===== config.mk =====
export PLATFORM = sky130hd
export DESIGN_NAME = addsub_rr_scheduler
export DESIGN_NICKNAME = d
export VERILOG_FILES = /design/src/rtl/addsub_rr_scheduler.sv
export SDC_FILE = /design/constraint.sdc
export NUM_CORES = 1
export LEC_CHECK = 0
export ABC_AREA = 1
export CAP_MARGIN = 20
export CORE_MARGIN = 1
export CORE_UTILIZATION = 47
export DETAILED_ROUTE_END_ITERATION = 16
export GPL_TIMING_DRIVEN = 1
export PLACE_DENSITY = 0.81
export SLEW_MARGIN = 20
export SYNTH_ARGS = -nofsm -noshare
export SYNTH_HDL_FRONTEND = slang
export SYNTH_SLANG_ARGS = --single-unit

===== constraint.sdc =====
create_clock -name clk_i -period 3 [get_ports clk_i]
set_clock_uncertainty 0.15 [all_clocks]
set_input_delay 0.3 -clock clk_i [delete_from_list [all_inputs] [get_ports clk_i]]
set_output_delay 0.3 -clock clk_i [all_outputs]
set_load 0.05 [all_outputs]

===== src/rtl/addsub_rr_scheduler.sv =====
// addsub_rr_scheduler: NUM_REQ requesters share one signed add/sub accumulator via round-robin grant.
// Optional macro ADDSUB_OVF_EN adds result_ovf_o, a sticky per-job signed overflow flag.
module addsub_rr_scheduler #(
    parameter int unsigned NUM_REQ = 2,
    parameter int unsigned WIDTH   = 8,
    parameter int unsigned ID_W    = 1
) (
    input  logic                     clk_i,
    input  logic                     rst_ni,
    input  logic [NUM_REQ-1:0]       req_i,
    input  logic [NUM_REQ-1:0]       req_mode_i,
    input  logic [NUM_REQ*WIDTH-1:0] req_a_i,
    input  logic [NUM_REQ*WIDTH-1:0] req_b_i,
    input  logic [NUM_REQ*WIDTH-1:0] req_c_i,
    input  logic [NUM_REQ*WIDTH-1:0] req_d_i,
    output logic [NUM_REQ-1:0]       grant_o,
    output logic                     busy_o,
    output logic [WIDTH-1:0]         result_o,
    output logic                     result_valid_o,
`ifdef ADDSUB_OVF_EN
    output logic                     result_ovf_o,
`endif
    output logic [ID_W-1:0]          result_id_o
);

    localparam int unsigned SEL_W = (NUM_REQ > 1) ? $clog2(NUM_REQ) : 1;
    localparam logic [NUM_REQ-1:0] GRANT_ONE = NUM_REQ'(1);

    typedef enum logic [1:0] {IDLE, STEP_B, STEP_C, STEP_D} state_e;

    state_e               state_q;
    logic [ID_W-1:0]      last_q;
    logic [ID_W-1:0]      id_q;
    logic                 mode_q;
    logic [WIDTH-1:0]     acc_q;
    logic [WIDTH-1:0]     b_q;
    logic [WIDTH-1:0]     c_q;
    logic [WIDTH-1:0]     d_q;
    logic [NUM_REQ-1:0]   grant_q;
    logic                 busy_q;
    logic [WIDTH-1:0]     result_q;
    logic                 result_valid_q;
    logic [ID_W-1:0]      result_id_q;

    logic                 found;
    int unsigned          cand;
    logic [ID_W-1:0]      winner_d;
    logic                 win_mode;
    logic [WIDTH-1:0]     win_a;
    logic [WIDTH-1:0]     win_b;
    logic [WIDTH-1:0]     win_c;
    logic [WIDTH-1:0]     win_d;

    logic [WIDTH-1:0]     op;
    logic                 sub;
    logic [WIDTH-1:0]     sum;

    // Round-robin pick: first active request after the previous winner, with its operands.
    always_comb begin
        found    = 1'b0;
        cand     = 0;
        winner_d = '0;
        win_mode = 1'b0;
        win_a    = '0;
        win_b    = '0;
        win_c    = '0;
        win_d    = '0;
        for (int unsigned k = 1; k <= NUM_REQ; k++) begin
            cand = (32'(last_q) + k) % NUM_REQ;
            if (!found && req_i[SEL_W'(cand)]) begin
                found    = 1'b1;
                winner_d = ID_W'(cand);
                win_mode = req_mode_i[SEL_W'(cand)];
                win_a    = WIDTH'(req_a_i >> (cand * WIDTH));
                win_b    = WIDTH'(req_b_i >> (cand * WIDTH));
                win_c    = WIDTH'(req_c_i >> (cand * WIDTH));
                win_d    = WIDTH'(req_d_i >> (cand * WIDTH));
            end
        end
    end

    // Shared accumulator step; B is subtracted in mode 1, D in mode 0.
    always_comb begin
        op  = b_q;
        sub = mode_q;
        case (state_q)
            STEP_C: begin
                op  = c_q;
                sub = 1'b0;
            end
            STEP_D: begin
                op  = d_q;
                sub = !mode_q;
            end
            default: begin
            end
        endcase
        sum = sub ? (acc_q - op) : (acc_q + op);
    end

`ifdef ADDSUB_OVF_EN
    logic ovf_q;
    logic result_ovf_q;
    logic step_ovf;

    // Signed overflow: result sign differs from acc when the effective operand signs agree.
    always_comb begin
        if (sub) begin
            step_ovf = (acc_q[WIDTH-1] != op[WIDTH-1]) && (sum[WIDTH-1] != acc_q[WIDTH-1]);
        end else begin
            step_ovf = (acc_q[WIDTH-1] == op[WIDTH-1]) && (sum[WIDTH-1] != acc_q[WIDTH-1]);
        end
    end

    always_ff @(posedge clk_i or negedge rst_ni) begin
        if (!rst_ni) begin
            ovf_q        <= 1'b0;
            result_ovf_q <= 1'b0;
        end else begin
            case (state_q)
                IDLE:           if (found) ovf_q <= 1'b0;
                STEP_B, STEP_C: ovf_q <= ovf_q | step_ovf;
                STEP_D:         result_ovf_q <= ovf_q | step_ovf;
                default:        ovf_q <= ovf_q;
            endcase
        end
    end

    assign result_ovf_o = result_ovf_q;
`endif

    always_ff @(posedge clk_i or negedge rst_ni) begin
        if (!rst_ni) begin
            state_q        <= IDLE;
            last_q         <= ID_W'(NUM_REQ - 1);
            id_q           <= '0;
            mode_q         <= 1'b0;
            acc_q          <= '0;
            b_q            <= '0;
            c_q            <= '0;
            d_q            <= '0;
            grant_q        <= '0;
            busy_q         <= 1'b0;
            result_q       <= '0;
            result_valid_q <= 1'b0;
            result_id_q    <= '0;
        end else begin
            grant_q        <= '0;
            result_valid_q <= 1'b0;
            case (state_q)
                IDLE: begin
                    if (found) begin
                        grant_q <= GRANT_ONE << winner_d;
                        last_q  <= winner_d;
                        id_q    <= winner_d;
                        mode_q  <= win_mode;
                        acc_q   <= win_a;
                        b_q     <= win_b;
                        c_q     <= win_c;
                        d_q     <= win_d;
                        busy_q  <= 1'b1;
                        state_q <= STEP_B;
                    end
                end
                STEP_B: begin
                    acc_q   <= sum;
                    state_q <= STEP_C;
                end
                STEP_C: begin
                    acc_q   <= sum;
                    state_q <= STEP_D;
                end
                STEP_D: begin
                    result_q       <= sum;
                    result_valid_q <= 1'b1;
                    result_id_q    <= id_q;
                    busy_q         <= 1'b0;
                    state_q        <= IDLE;
                end
                default: state_q <= IDLE;
            endcase
        end
    end

    assign grant_o        = grant_q;
    assign busy_o         = busy_q;
    assign result_o       = result_q;
    assign result_valid_o = result_valid_q;
    assign result_id_o    = result_id_q;

endmodule


==> results of run 1 <==
[worst min-delay path by stage]
stage / to / startpoint / slack, ns
6_report: result_id_o / result_id_o / 0.33
5_1_grt: id_q / id_q / 0.36
4_1_cts: result_valid_o / rst_ni / 0.07
3_5_place_dp: id_q / id_q / 0.31
2_1_floorplan: acc_q[0] / rst_ni / -0.15
3_3_place_gp: id_q / id_q / 0.31
[worst max-delay path, delay by kind of cell, from the launching register on]
kind,cells,cell delay [ns]
compound gates,6,0.78
xor+xnor,1,0.22
fa+ha+maj,3,0.67
buf+inv,5,0.39
flops,1,0.40
simple gates,7,0.56
[registers in the layout (all words and copies together), names as in the netlist, 2 cells and up]
register,cells
d_q,8
grant_o,2
b_q,8
c_q,8
acc_q,8
state_q,2
result_o,8
[routing by layer]
layer | global-route usage [%] | part of all wire (%)
met1 | 26.8 | 42
met5 | 0 | 0
met4 | 8.20 | 2.8
met3 | 3.43 | 6.0
met2 | 38.1 | 49
[area by class of cell]
class | instances | share of cell area, %
clock buffer | 6 | 1.62
timing repair buffer | 112 | 20.8
sequential | 50 | 24.5
clock inverter | 2 | 1.17
tap | 102 | 2.50
multi-input combinational | 349 | 46.7
inverter | 35 | 2.62
[through the flow]
step | utilization, % | TNS, ns
2_1_floorplan | - | 0
3_3_place_gp | 61.0 | 0
3_5_place_dp | 61.0 | -0.947
4_1_cts | 64.3 | -0.411
5_1_grt | 66.2 | -2.89
6_report | 66.2 | -1.16
[kinds of logic after synthesis]
| kind of cell | share of synthesized area, % |
|---|---|
| AOI/OAI and AO/OA | 17.2 |
| xor gates and xnor gates | 2.10 |
| adders and majority gates | 4.20 |
| buffers and inverters | 7.01 |
| DFF | 33.4 |
| muxes | 19.1 |
| and+or+nand+nor | 17.0 |
[what timing repair did]
item,in CTS,in global routing
gates resized for setup,21,21
endpoints found under the setup margin,8,9
pin swaps,19,19
cloned,0,0
hold buffers,0,1
setup buffers,4,6
hold endpoints to repair,0,49
[synth_stat cells, drive strengths merged]
library cell | instances | area share [%]
buf | 20 | 3.0
o21ai | 23 | 3.9
inv | 35 | 3.6
a31oi | 1 | 0.17
xor2 | 6 | 1.4
o31ai | 5 | 1.0
xnor2 | 3 | 0.70
mux2 | 60 | 18
nand3 | 6 | 0.80
o211ai | 2 | 0.40
o21bai | 1 | 0.20
dfrtp | 49 | 33
a22o | 1 | 0.23
fa | 1 | 0.53
mux2i | 4 | 1.1
a221oi | 3 | 0.70
dfstp | 1 | 0.70
a22oi | 3 | 0.60
nand2 | 113 | 11
ha | 11 | 3.7
a21o | 1 | 0.20
a21oi | 66 | 9.5
o22ai | 2 | 0.33
clkbuf | 4 | 0.40
nor2 | 36 | 4.7
nor3 | 1 | 0.13
==> impl_metrics.json, run 1 <==
{
  "seq_area_frac_synth_pct": 33.4,
  "die_x_um": 91.3,
  "required_ns": 3.09,
  "critPathLaunch": "state_q[0]",
  "initial_core_util_pct": 48.5,
  "final_cell_count_no_fill": 656,
  "multiInputGateArea_mm2": 0.00239,
  "ant_nets": 0,
  "coreArea_mm2": 0.00773,
  "layout.nets": 635,
  "layout_commonest_cell": "nand2_1",
  "place_hpwl_um": 6440,
  "slew_viol_final": 0,
  "first_iter_violations": 257,
  "r2r_start": "state_q[0]",
  "vias": 3508,
  "final.fill_count": 585,
  "wl_um": 9430,
  "syn-cell-area_mm2": 0.00375,
  "post-route-period-util_pct": 108,
  "max_freq_mhz": 309,
  "rrSetupSlack_ns": -0.24,
  "tightest_slew_ns": 0.601,
  "hold_viol": 0,
  "synthToLayoutAreaGrowth_pct": 36.3,
  "gp_congestion": 0.871,
  "maxSlewHeadroom_pct": 59.9,
  "clockBufferDepth": 2,
  "min_path_cells": 2,
  "grt_pass1_wl_um": 14700,
  "path_class": "register to register",
  "cp-endpoint": "acc_q[5]",
  "remaining_drc_errors": 0,
  "drt_first_pass_iters": 4,
  "grt_usage_pct": 21.7,
  "cp.arrival_ns": 3.32,
  "final_cell_area_mm2": 0.00511,
  "cp-start-kind": "register",
  "setup-violations-final": 8,
  "path_cells": "inv_2, ha_4, buf_6, nand2_1, o21ai_1, inv_1, nand2_2, inv_2, ha_4, inv_2, nor2_4, o21ai_1, o21ai_1, ha_1, a21oi_1, nand2_1, a21oi_2, nor2_1, nor2_1, xor2_1, nand2_1, a21oi_2",
  "grt_pass1_vias": 3307,
  "io_pins": 83,
  "grt_max_degree": 51,
  "r2r_end": "acc_q[5]",
  "die_area_mm2": 0.00834,
  "worstSkewPairLatency_ns": 0.31,
  "hold_ws_ns": 0.332,
  "max_cap_viol_count": 0,
  "diodes": 0,
  "hold_path.class": "register to register",
  "cts_sinks": 50,
  "antenna_found_initial": 0,
  "avgSynthCellArea_um2": 8.19,
  "status": "complete, but fails checks",
  "cts.reportedPaths.clkPinSlew_ns": 0.10,
  "htreeDepth": 2,
  "place.port_buffers": 82,
  "ys_warn_count": 0,
  "synthCells": 458,
  "fin_ws_ns": -0.235,
  "dpl.cell_count": 637,
  "pre_cts_slack_ns": -0.208,
  "cts-root-buf": "clkbuf_8",
  "vias_per_cell": 5.35,
  "fp.dieH_um": 91.3,
  "synth_nets": 540,
  "rsz0062_at_grt": "true",
  "yosysUniqueCellTypes": 39,
  "cp_slowest_cell": "dfrtp_1",
  "cp_max_fo": 4,
  "seqCellArea_mm2": 0.00125,
  "rows": 32,
  "mostFrequentLayoutCells": "nand2_1 (106), clkdlybuf4s50_1 (81), mux2_2 (60)",
  "endpoint_kind": "register",
  "wl_per_cell_um": 14.4,
  "ys_ff_latch": 50,
  "post_dp_cell_area_mm2": 0.00472,
  "overflow": 0,
  "numCtsBuffers": 5,
  "violations": "negative setup slack",
  "cts_tree": "yes",
  "r2r_cells": 22,
  "fin_crit_ns": 3.24,
  "critPathMaxStageDelay_ns": 0.40,
  "drive_above_1_share_pct": 26.7
}
Power of run 1 is left out: the tool's default activity adds up to more than one toggle a clock period on the data nets, which glitch-free logic cannot reach.
==> run 2, diff against run 1 <==
Settings changed: ABC_CLOCK_PERIOD_IN_PS set to 3000.
==> results of run 2 <==
Same layout as run 1: the final DEF is identical, and so are final timing and power.
Power of run 2 is left out for the same reason.
==> run 3, diff against run 2 <==
Settings changed: CORE_UTILIZATION 47 to 48, CTS_BUF_LIST set to sky130_fd_sc_hd__clkbuf_8, PLACE_DENSITY 0.81 to 0.83, SLEW_MARGIN 20 to unset.
==> impl_metrics.json, run 3 (synthesis results as in run 1) <==
{
  "grt_use_met1_pct": 29.4,
  "crit_family": "compound AO/OA/AOI/OAI gates",
  "rsz0062_at_grt": "true",
  "diodes": 0,
  "ant_nets": 0,
  "grt_max_degree": 51,
  "max_cap_viol_count": 0,
  "vias": 3632,
  "status": "complete, but fails checks",
  "coreArea_mm2": 0.00741,
  "hold_viol": 0,
  "cp_common_cell": "buf_6",
  "hold_path.class": "primary input to asynchronous set/reset pin",
  "layout.nets": 637,
  "fp.dieH_um": 90.4,
  "endpoint_kind": "register",
  "drt_first_pass_iters": 6,
  "post-route-period-util_pct": 109,
  "r2r_cells": 19,
  "path_class": "register to register",
  "max_freq_mhz": 307,
  "gp_congestion": 0.876,
  "rrSetupSlack_ns": -0.26,
  "first_iter_violations": 176,
  "synthToLayoutAreaGrowth_pct": 36.8,
  "overflow": 0,
  "final.fill_count": 551,
  "clockBufferDepth": 2,
  "layout_commonest_cell": "nand2_1",
  "grtUsageMet2_pct": 42.0,
  "grt_usage_pct": 23.8,
  "numCtsBuffers": 5,
  "path_cells": "buf_6, ha_4, buf_6, nand2_4, nand2_4, a21oi_4, buf_6, nor2_2, o21ai_1, o21ai_1, ha_1, a21oi_1, nand2_1, a21oi_2, nor2_1, nor2_1, xor2_1, nand2_1, a21oi_2",
  "tightest_slew_ns": 0.576,
  "cts-root-buf": "clkbuf_8",
  "critPathLaunch": "state_q[0]",
  "grt.met3_usage_pct": 3.79,
  "cp_slowest_cell": "dfrtp_1",
  "cts_sinks": 50,
  "required_ns": 3.09,
  "cts_tree": "yes",
  "rows": 31,
  "r2r_end": "acc_q[5]",
  "maxSlewHeadroom_pct": 61.6,
  "vias_per_cell": 5.55,
  "worstSkewPairLatency_ns": 0.31,
  "grt_pass1_wl_um": 16000,
  "place.port_buffers": 82,
  "remaining_drc_errors": 0,
  "fin_tns_setup_ns": -0.859,
  "multiInputGateArea_mm2": 0.00241,
  "cts.reportedPaths.clkPinSlew_ns": 0.10,
  "r2r_start": "state_q[0]",
  "initial_core_util_pct": 50.6,
  "wl_um": 10000,
  "grt.busiest_layer": "met2",
  "violations": "negative setup slack",
  "antenna_found_initial": 0,
  "critPathMaxStageDelay_ns": 0.41,
  "mostFrequentLayoutCells": "nand2_1 (104), clkdlybuf4s50_1 (81), mux2_2 (60)",
  "slew_viol_final": 0,
  "die_x_um": 90.4,
  "critPathBufInv": 3,
  "wl_per_cell_um": 15.3,
  "cp_max_fo": 5,
  "cp-start-kind": "register",
  "drive_above_1_share_pct": 27.9,
  "grt_pass1_vias": 3563,
  "htreeDepth": 2,
  "setup-violations-final": 8,
  "io_pins": 83,
  "place_hpwl_um": 6630,
  "cp.arrival_ns": 3.35,
  "seqCellArea_mm2": 0.00125,
  "fin_ws_ns": -0.259,
  "die_area_mm2": 0.00817,
  "fin_crit_ns": 3.26
}
run 3: timing repair:
action	CTS	global route
gates resized for setup	25	28
hold endpoints to repair	0	20
endpoints found under the setup margin	7	10
pin swaps	23	21
cloned	0	0
hold buffers	0	1
setup buffers	11	2
run 3: how the worst max path moves through the flow:
stage,end,cells after the start
final,acc_q[5],19
after global routing,acc_q[5],19
after CTS,acc_q[5],20
after detailed placement,acc_q[5],20
after global placement,acc_q[6],18
after floorplan,acc_q[5],20
run 3: routing by layer:
layer	vias up	share of wire, %
li1	1733	-
met1	1701	42
met2	158	49
met3	40	4.7
met4	0	3.8
met5	-	0
run 3: worst register-to-register path, delay by kind of cell, from the launching register on:
kind            cells  cell delay [ns]
flops               1             0.41
simple gates        7             0.57
xor+xnor            1             0.23
fa+ha+maj           2             0.56
buf+inv             3             0.41
compound gates      6             0.87
run 3: area by class of cell:
| type | count | share of cell area (%) |
|---|---|---|
| tap | 99 | 2.41 |
| timing repair buffer | 114 | 21.3 |
| multi-input combinational | 349 | 47.0 |
| inverter | 35 | 2.71 |
| sequential | 50 | 24.4 |
| clock buffer | 5 | 1.34 |
| clock inverter | 3 | 0.805 |
run 3: stage by stage:
stage	util (%)	setup WS [ns]	cell area, um2	hold WS (ns)	instances
2_1_floorplan	-	0.00746	3760	-0.146	458
3_3_place_gp	63.4	0.00238	4700	0.307	632
3_5_place_dp	63.4	-0.178	4700	0.317	632
4_1_cts	67.2	-0.0279	4980	0.0732	651
5_1_grt	69.3	-0.420	5130	0.377	655
6_report	69.3	-0.259	5130	0.336	655
Power of run 3 is left out for the same reason.
